`config.mk`:
```
export PLATFORM = sky130hd
export DESIGN_NAME = pxl_pack
export DESIGN_NICKNAME = d
export VERILOG_FILES = /design/src/rtl/pxl_pack.sv
export SDC_FILE = /design/constraint.sdc
export NUM_CORES = 1
export LEC_CHECK = 0
export CAP_MARGIN = 20
export CORE_MARGIN = 2
export CORE_UTILIZATION = 60
export DETAILED_ROUTE_END_ITERATION = 10
export GPL_TIMING_DRIVEN = 0
export PLACE_DENSITY = 0.92
export SYNTH_ARGS = -nofsm -noshare
export SYNTH_HDL_FRONTEND = slang
export SYNTH_SLANG_ARGS = --single-unit
```
`constraint.sdc`:
```
create_clock -name clk -period 4.07 [get_ports clk]
set_input_delay 0.814 -clock clk [delete_from_list [all_inputs] [get_ports clk]]
set_output_delay 0.814 -clock clk [all_outputs]
set_load 0.01 [all_outputs]
```
`src/rtl/pxl_pack.sv`:
```
// pxl_pack -- RGB888 to RGB565 packer feeding the DRAM write FIFO.
//
// Converts each decoded 24-bit pixel to RGB565 and packs 8 pixels per
// 128-bit word (pixel 0 in [15:0]). Words are written to the write FIFO as
// {seg_start, data}. Every SEG_WORDS words form one line segment, which is
// one DRAM burst. Each completed segment publishes a {line, segment} tag in
// a small queue for the DRAM write engine.
//
// Ports:
//   clk, rst_n     pixel clock, synchronous active-low reset
//   vsync, de      frame sync and data enable from the decoder
//   pixel          {R,G,B} 8 bits each, valid while de=1
//   fifo_full      write FIFO full
//   fifo_wr_en     FIFO write strobe (never asserted while fifo_full=1)
//   fifo_din       [128]=first word of segment, [127:0]=8 RGB565 pixels
//   seg_ack        write engine consumed the head segment (1-cycle pulse)
//   wr_probe       tag queue non-empty
//   cline, cpxl    line index / segment index of the head tag
//   ovf            sticky overflow / protocol error flag
module pxl_pack #(
   parameter int SEG_WORDS = 64,
   parameter int TAG_DEPTH = 4
) (
   input  logic         clk,
   input  logic         rst_n,
   input  logic         vsync,
   input  logic         de,
   input  logic [23:0]  pixel,
   input  logic         fifo_full,
   output logic         fifo_wr_en,
   output logic [128:0] fifo_din,
   input  logic         seg_ack,
   output logic         wr_probe,
   output logic [11:0]  cline,
   output logic [1:0]   cpxl,
   output logic         ovf
);

   localparam int WC_W = $clog2(SEG_WORDS);
   localparam int TP_W = $clog2(TAG_DEPTH);
   localparam logic [WC_W-1:0] WC_LAST = WC_W'(SEG_WORDS - 1);

   typedef enum logic [1:0] {IDLE, ACT, PAD, SKIP} state_t;

   state_t          state, state_nx;
   logic            de_d, vs_d;
   logic [2:0]      lane;
   logic [127:0]    pbuf;
   logic [WC_W-1:0] word_cnt;
   logic [1:0]      seg_idx;
   logic [11:0]     line_cnt;

   // The word packed on one edge is written (or dropped) in the next cycle;
   // these hold its tag bookkeeping until then.
   logic            wr_pend;
   logic            pend_last;
   logic [13:0]     pend_tag;

   logic [13:0]     q_mem [TAG_DEPTH];
   logic [TP_W-1:0] q_head, q_tail;
   logic [TP_W:0]   q_cnt;

   logic vs_rise, de_fall, drop, wr_ok, push, pop, q_full, accept, tag_lost;
   logic clr_seg, take_px, pack_fill, pack_pad, err_pad, seg_clr, pack;
   logic [127:0] pack_data;
   logic [11:0]  pack_line;

   // Only the top bits of each colour survive the conversion.
   logic unused_px;
   assign unused_px = ^{pixel[18:16], pixel[9:8], pixel[2:0]};

   function automatic logic [15:0] to_rgb565(input logic [4:0] r,
                                             input logic [5:0] g,
                                             input logic [4:0] b);
      return {r, g, b};
   endfunction

   assign vs_rise    = vsync & ~vs_d;
   assign de_fall    = de_d & ~de;
   assign drop       = wr_pend & fifo_full;
   assign wr_ok      = wr_pend & ~fifo_full;
   assign fifo_wr_en = wr_ok;
   assign push       = wr_ok & pend_last;

   assign pop      = seg_ack & (q_cnt != '0);
   assign q_full   = (q_cnt == (TP_W+1)'(TAG_DEPTH));
   // A simultaneous pop frees the slot, so a push into a full queue is
   // still accepted in that cycle.
   assign accept   = push & (~q_full | pop);
   assign tag_lost = push & ~accept;

   assign wr_probe = (q_cnt != '0);
   assign cline    = wr_probe ? q_mem[q_head][13:2] : 12'd0;
   assign cpxl     = wr_probe ? q_mem[q_head][1:0]  : 2'd0;

   always_comb begin
      state_nx  = state;
      clr_seg   = 1'b0;
      take_px   = 1'b0;
      pack_fill = 1'b0;
      pack_pad  = 1'b0;
      err_pad   = 1'b0;
      seg_clr   = 1'b0;
      if (vs_rise) begin
         state_nx = ACT;
         clr_seg  = 1'b1;
      end else if (drop) begin
         // A drop coinciding with the end of the line needs no SKIP phase.
         state_nx = de_fall ? ACT : SKIP;
         clr_seg  = 1'b1;
      end else begin
         case (state)
            IDLE: ;
            ACT: begin
               if (de_fall) begin
                  if (lane == 3'd0 && word_cnt == '0) begin
                     seg_clr = 1'b1;
                  end else begin
                     pack_fill = (lane != 3'd0);
                     state_nx  = PAD;
                  end
               end else if (de) begin
                  take_px = 1'b1;
               end
            end
            PAD: begin
               if (de) begin
                  err_pad  = 1'b1;
                  state_nx = SKIP;
                  clr_seg  = 1'b1;
               end else if (word_cnt == '0) begin
                  seg_clr  = 1'b1;
                  state_nx = ACT;
               end else begin
                  pack_pad = 1'b1;
               end
            end
            SKIP: begin
               if (de_fall) begin
                  clr_seg  = 1'b1;
                  state_nx = ACT;
               end
            end
            default: state_nx = IDLE;
         endcase
      end
   end

   always_comb begin
      pack      = pack_fill | pack_pad | (take_px & (lane == 3'd7));
      pack_data = pbuf;
      if (pack_pad)
         pack_data = '0;
      else if (take_px)
         pack_data = {to_rgb565(pixel[23:19], pixel[15:10], pixel[7:3]), pbuf[111:0]};
      // PAD runs after the de falling edge has already advanced line_cnt.
      pack_line = pack_pad ? (line_cnt - 12'd1) : line_cnt;
   end

   always_ff @(posedge clk) begin
      if (!rst_n) begin
         state     <= IDLE;
         de_d      <= 1'b0;
         vs_d      <= 1'b0;
         lane      <= '0;
         pbuf      <= '0;
         word_cnt  <= '0;
         seg_idx   <= '0;
         line_cnt  <= '0;
         wr_pend   <= 1'b0;
         pend_last <= 1'b0;
         pend_tag  <= '0;
         fifo_din  <= '0;
         ovf       <= 1'b0;
      end else begin
         state   <= state_nx;
         de_d    <= de;
         vs_d    <= vsync;
         wr_pend <= pack;

         if (vs_rise)
            line_cnt <= '0;
         else if (de_fall)
            line_cnt <= line_cnt + 12'd1;

         if (pack) begin
            fifo_din  <= {(word_cnt == '0), pack_data};
            pend_last <= (word_cnt == WC_LAST);
            pend_tag  <= {pack_line, seg_idx};
         end

         if (clr_seg) begin
            word_cnt <= '0;
            seg_idx  <= '0;
            lane     <= '0;
            pbuf     <= '0;
         end else if (pack) begin
            word_cnt <= word_cnt + WC_W'(1);
            if (word_cnt == WC_LAST)
               seg_idx <= seg_idx + 2'd1;
            lane <= '0;
            pbuf <= '0;
         end else if (take_px) begin
            pbuf[{lane, 4'b0000} +: 16] <= to_rgb565(pixel[23:19], pixel[15:10], pixel[7:3]);
            lane <= lane + 3'd1;
         end else if (seg_clr) begin
            seg_idx <= '0;
         end

         if (drop | err_pad | tag_lost)
            ovf <= 1'b1;
      end
   end

   always_ff @(posedge clk) begin
      if (!rst_n) begin
         q_head <= '0;
         q_tail <= '0;
         q_cnt  <= '0;
      end else begin
         if (accept)
            q_tail <= q_tail + TP_W'(1);
         if (pop)
            q_head <= q_head + TP_W'(1);
         if (accept && !pop)
            q_cnt <= q_cnt + (TP_W+1)'(1);
         else if (pop && !accept)
            q_cnt <= q_cnt - (TP_W+1)'(1);
      end
   end

   always_ff @(posedge clk) begin
      if (accept)
         q_mem[q_tail] <= pend_tag;
   end

endmodule
```
==> metrics.yaml <==
grt_pass1_wl_um: 63200
die_y_um: 159
finalMaxSlewViolations: 0
synthFlopType: "dfxtp_1"
ctsLongestPathBuffers: 3
peakVddDrop_mv: 0.302
holdBufCountCts: 0
crit_fanout: 10
numCtsBuffers: 36
port_buffers: 151
ys_seq_area_frac: 0.545
area_growth_pct: 21.5
ys_types: 60
grt_max_degree: 16
drc: 0
die-area_sq_um: 25400
nNetsFinal: 1755
syn-cell-area_sq_um: 14500
fillers: 1475
synth_area_leader_cell: "dfxtp_1"
fin_cells: 2054
ant_nets: 0
hold_path.class: "flop to flop"
row_count: 56
root_buffer: "clkbuf_16"
fin_hold_ws_ns: 0.453
required_ns: 3.26
leakagePower_nw: 6.15
initial_core_util: 0.613
rr_worst_depth: 11
max_slew_margin: 0.442
finClkSkew_ns: 0.0171
endpoint_kind: "primary output"
worst_pin_slew_ns: 0.836
rsz0062_at_grt: "false"
postCtsResizedCells: 0
postCtsSetupRepairBufs: 0
period_share: 0.891
syn_nets: 1566
cts_htree_levels: 2
wl_per_cell_um: 19.5
drive_gt1_frac: 0.123
status: "complete, no violations"
fmax_ghz: 0.276
clk_latency_ns: 0.52
synthTopCellsByArea: "dfxtp_1 43%, edfxtp_1 12%, nand2_1 9.0%"
hold_depth: 2
routabilityCongestion: 0.922
grt_pass1_vias: 12227
avgSynthCellArea_sq_um: 9.53
fp.dieW_um: 159
grt_util_all_layers: 0.309
dp.cells: 1989
synth_edf_count: 56
final.setup.tns_ns: 0
mostFrequentLayoutCells: "348 x nand2_1, 310 x dfxtp_1, 171 x a21oi_1"
pin_count: 176
cp-start-kind: "flop"
antenna_found_initial: 0
ys_ff_latch: 366
core_sq_um: 23600
synth_top_cell_area_share: 0.429
syn_inst: 1519
critical_path_class: "flop to primary output"
num_antenna_cells: 0
finish.utilization: 0.745
first_iter_violations: 1346
gr-total-overflow: 0
routed-via-count: 12205
layout_commonest_cell: "nand2_1"
power.density_nw_per_um2: 439
finalCriticalPeriod_ns: 3.62
async_flop_share: 0
setup_viol: 0
synth_warnings: 0
hold_viol_final: 0
path_clk_slew_ns: 0.06
via_per_inst: 5.94
cts_sinks: 366
totalWireLength_um: 40000
cts_tree: "built"
maxCapViolCount: 0
hpwlAfterDp_um: 26100
drt_pass1_iterations: 5
arrival_ns: 2.81
-- logic make-up (layout without fill, tap and decap cells) --
family	count (synthesis)	count (layout)	share of synthesized area
DFF	366	366	0.545
AOI/OAI and AO/OA	269	269	0.114
xor gates and xnor gates	26	26	0.0157
adders and majority gates	17	17	0.0152
buffers and inverters	142	358	0.0502
muxes	85	85	0.0708
and+or+nand+nor	614	614	0.189
-- where the power goes --
part	internal [W]	switching, W	leakage [nW]
Sequential	0.00369	0.0000301	3.02
Clock	0.00193	0.00141	0.582
Combinational	0.000269	0.000384	2.55
Total	0.00589	0.00183	6.15
-- worst max-delay path: stages (launching register included) --
cell and delay [ns]:
dfxtp_1 0.31, clkbuf_1 0.34, buf_2 0.41, mux4_2 0.57, and2_1 0.18, clkdlybuf4s50_1 0.47
-- synthesized netlist by cell type, types with 2 or more instances --
cell type	n
a21oi_1	171
a211oi_2	7
mux2i_1	71
inv_1	15
xnor2_1	10
clkbuf_1	47
nor2b_1	4
nand4b_1	2
or4_1	3
o21ai_0	14
a22oi_1	2
or3_1	6
a211oi_1	10
and2_1	26
nor4b_4	2
a21oi_2	41
and4_1	2
ha_1	16
nand3_1	75
mux4_2	14
a31oi_1	6
xor2_1	16
nor3b_1	2
nand2b_1	2
o211ai_1	7
buf_4	6
o31ai_1	2
and3_1	7
nor4_1	2
buf_2	59
dfxtp_1	310
buf_6	13
nand4_1	11
nor3_1	5
o21ai_1	2
nand2_1	348
edfxtp_1	56
nor2_1	105
-- area by class of cell --
class	instances	area, sq um	share of cell area
sequential	366	7890	0.448
multi-input combinational	1011	5870	0.334
timing repair buffer	151	1510	0.0859
clock buffer	47	1030	0.0588
buffer	126	667	0.0379
tap	319	399	0.0227
clock inverter	18	163	0.00925
inverter	16	60.1	0.00341
-- sequential cells by signal, summed over array words and instances (netlist names), named ones only --
register	cells
de_d	1
fifo_din	129
lane	3
line_cnt	12
ovf	1
pbuf	128
pend_last	1
pend_tag	14
q_cnt	3
q_head	2
q_mem	56
q_tail	2
seg_idx	2
state	2
vs_d	1
word_cnt	6
wr_pend	1
-- final timing paths --
kind,from,endpoint,slack (ns)
setup reg to reg,lane[0],fifo_din[67],0.82
hold / removal,fifo_din[51],fifo_din[51],0.45
hold reg to reg,fifo_din[51],fifo_din[51],0.45
setup / recovery,flop,cline[3],0.45
-- stage by stage --
step                      total power, W  worst slack [ns]  area [sq um]
after floorplan                  0.00420              1.33         14500
after global placement           0.00439             0.735         16400
after detailed placement         0.00444             0.559         16400
after CTS                        0.00771             0.405         17600
after global routing             0.00791             0.304         17600
final                            0.00772             0.446         17600
-- per-layer routing --
| layer | global-route usage | wire (um) |
|---|---|---|
| met5 | 0 | 0 |
| met4 | 0.173 | 2240 |
| met3 | 0.0664 | 3550 |
| met2 | 0.521 | 19400 |
| met1 | 0.368 | 14900 |
(Power assumes the default switching activity.)
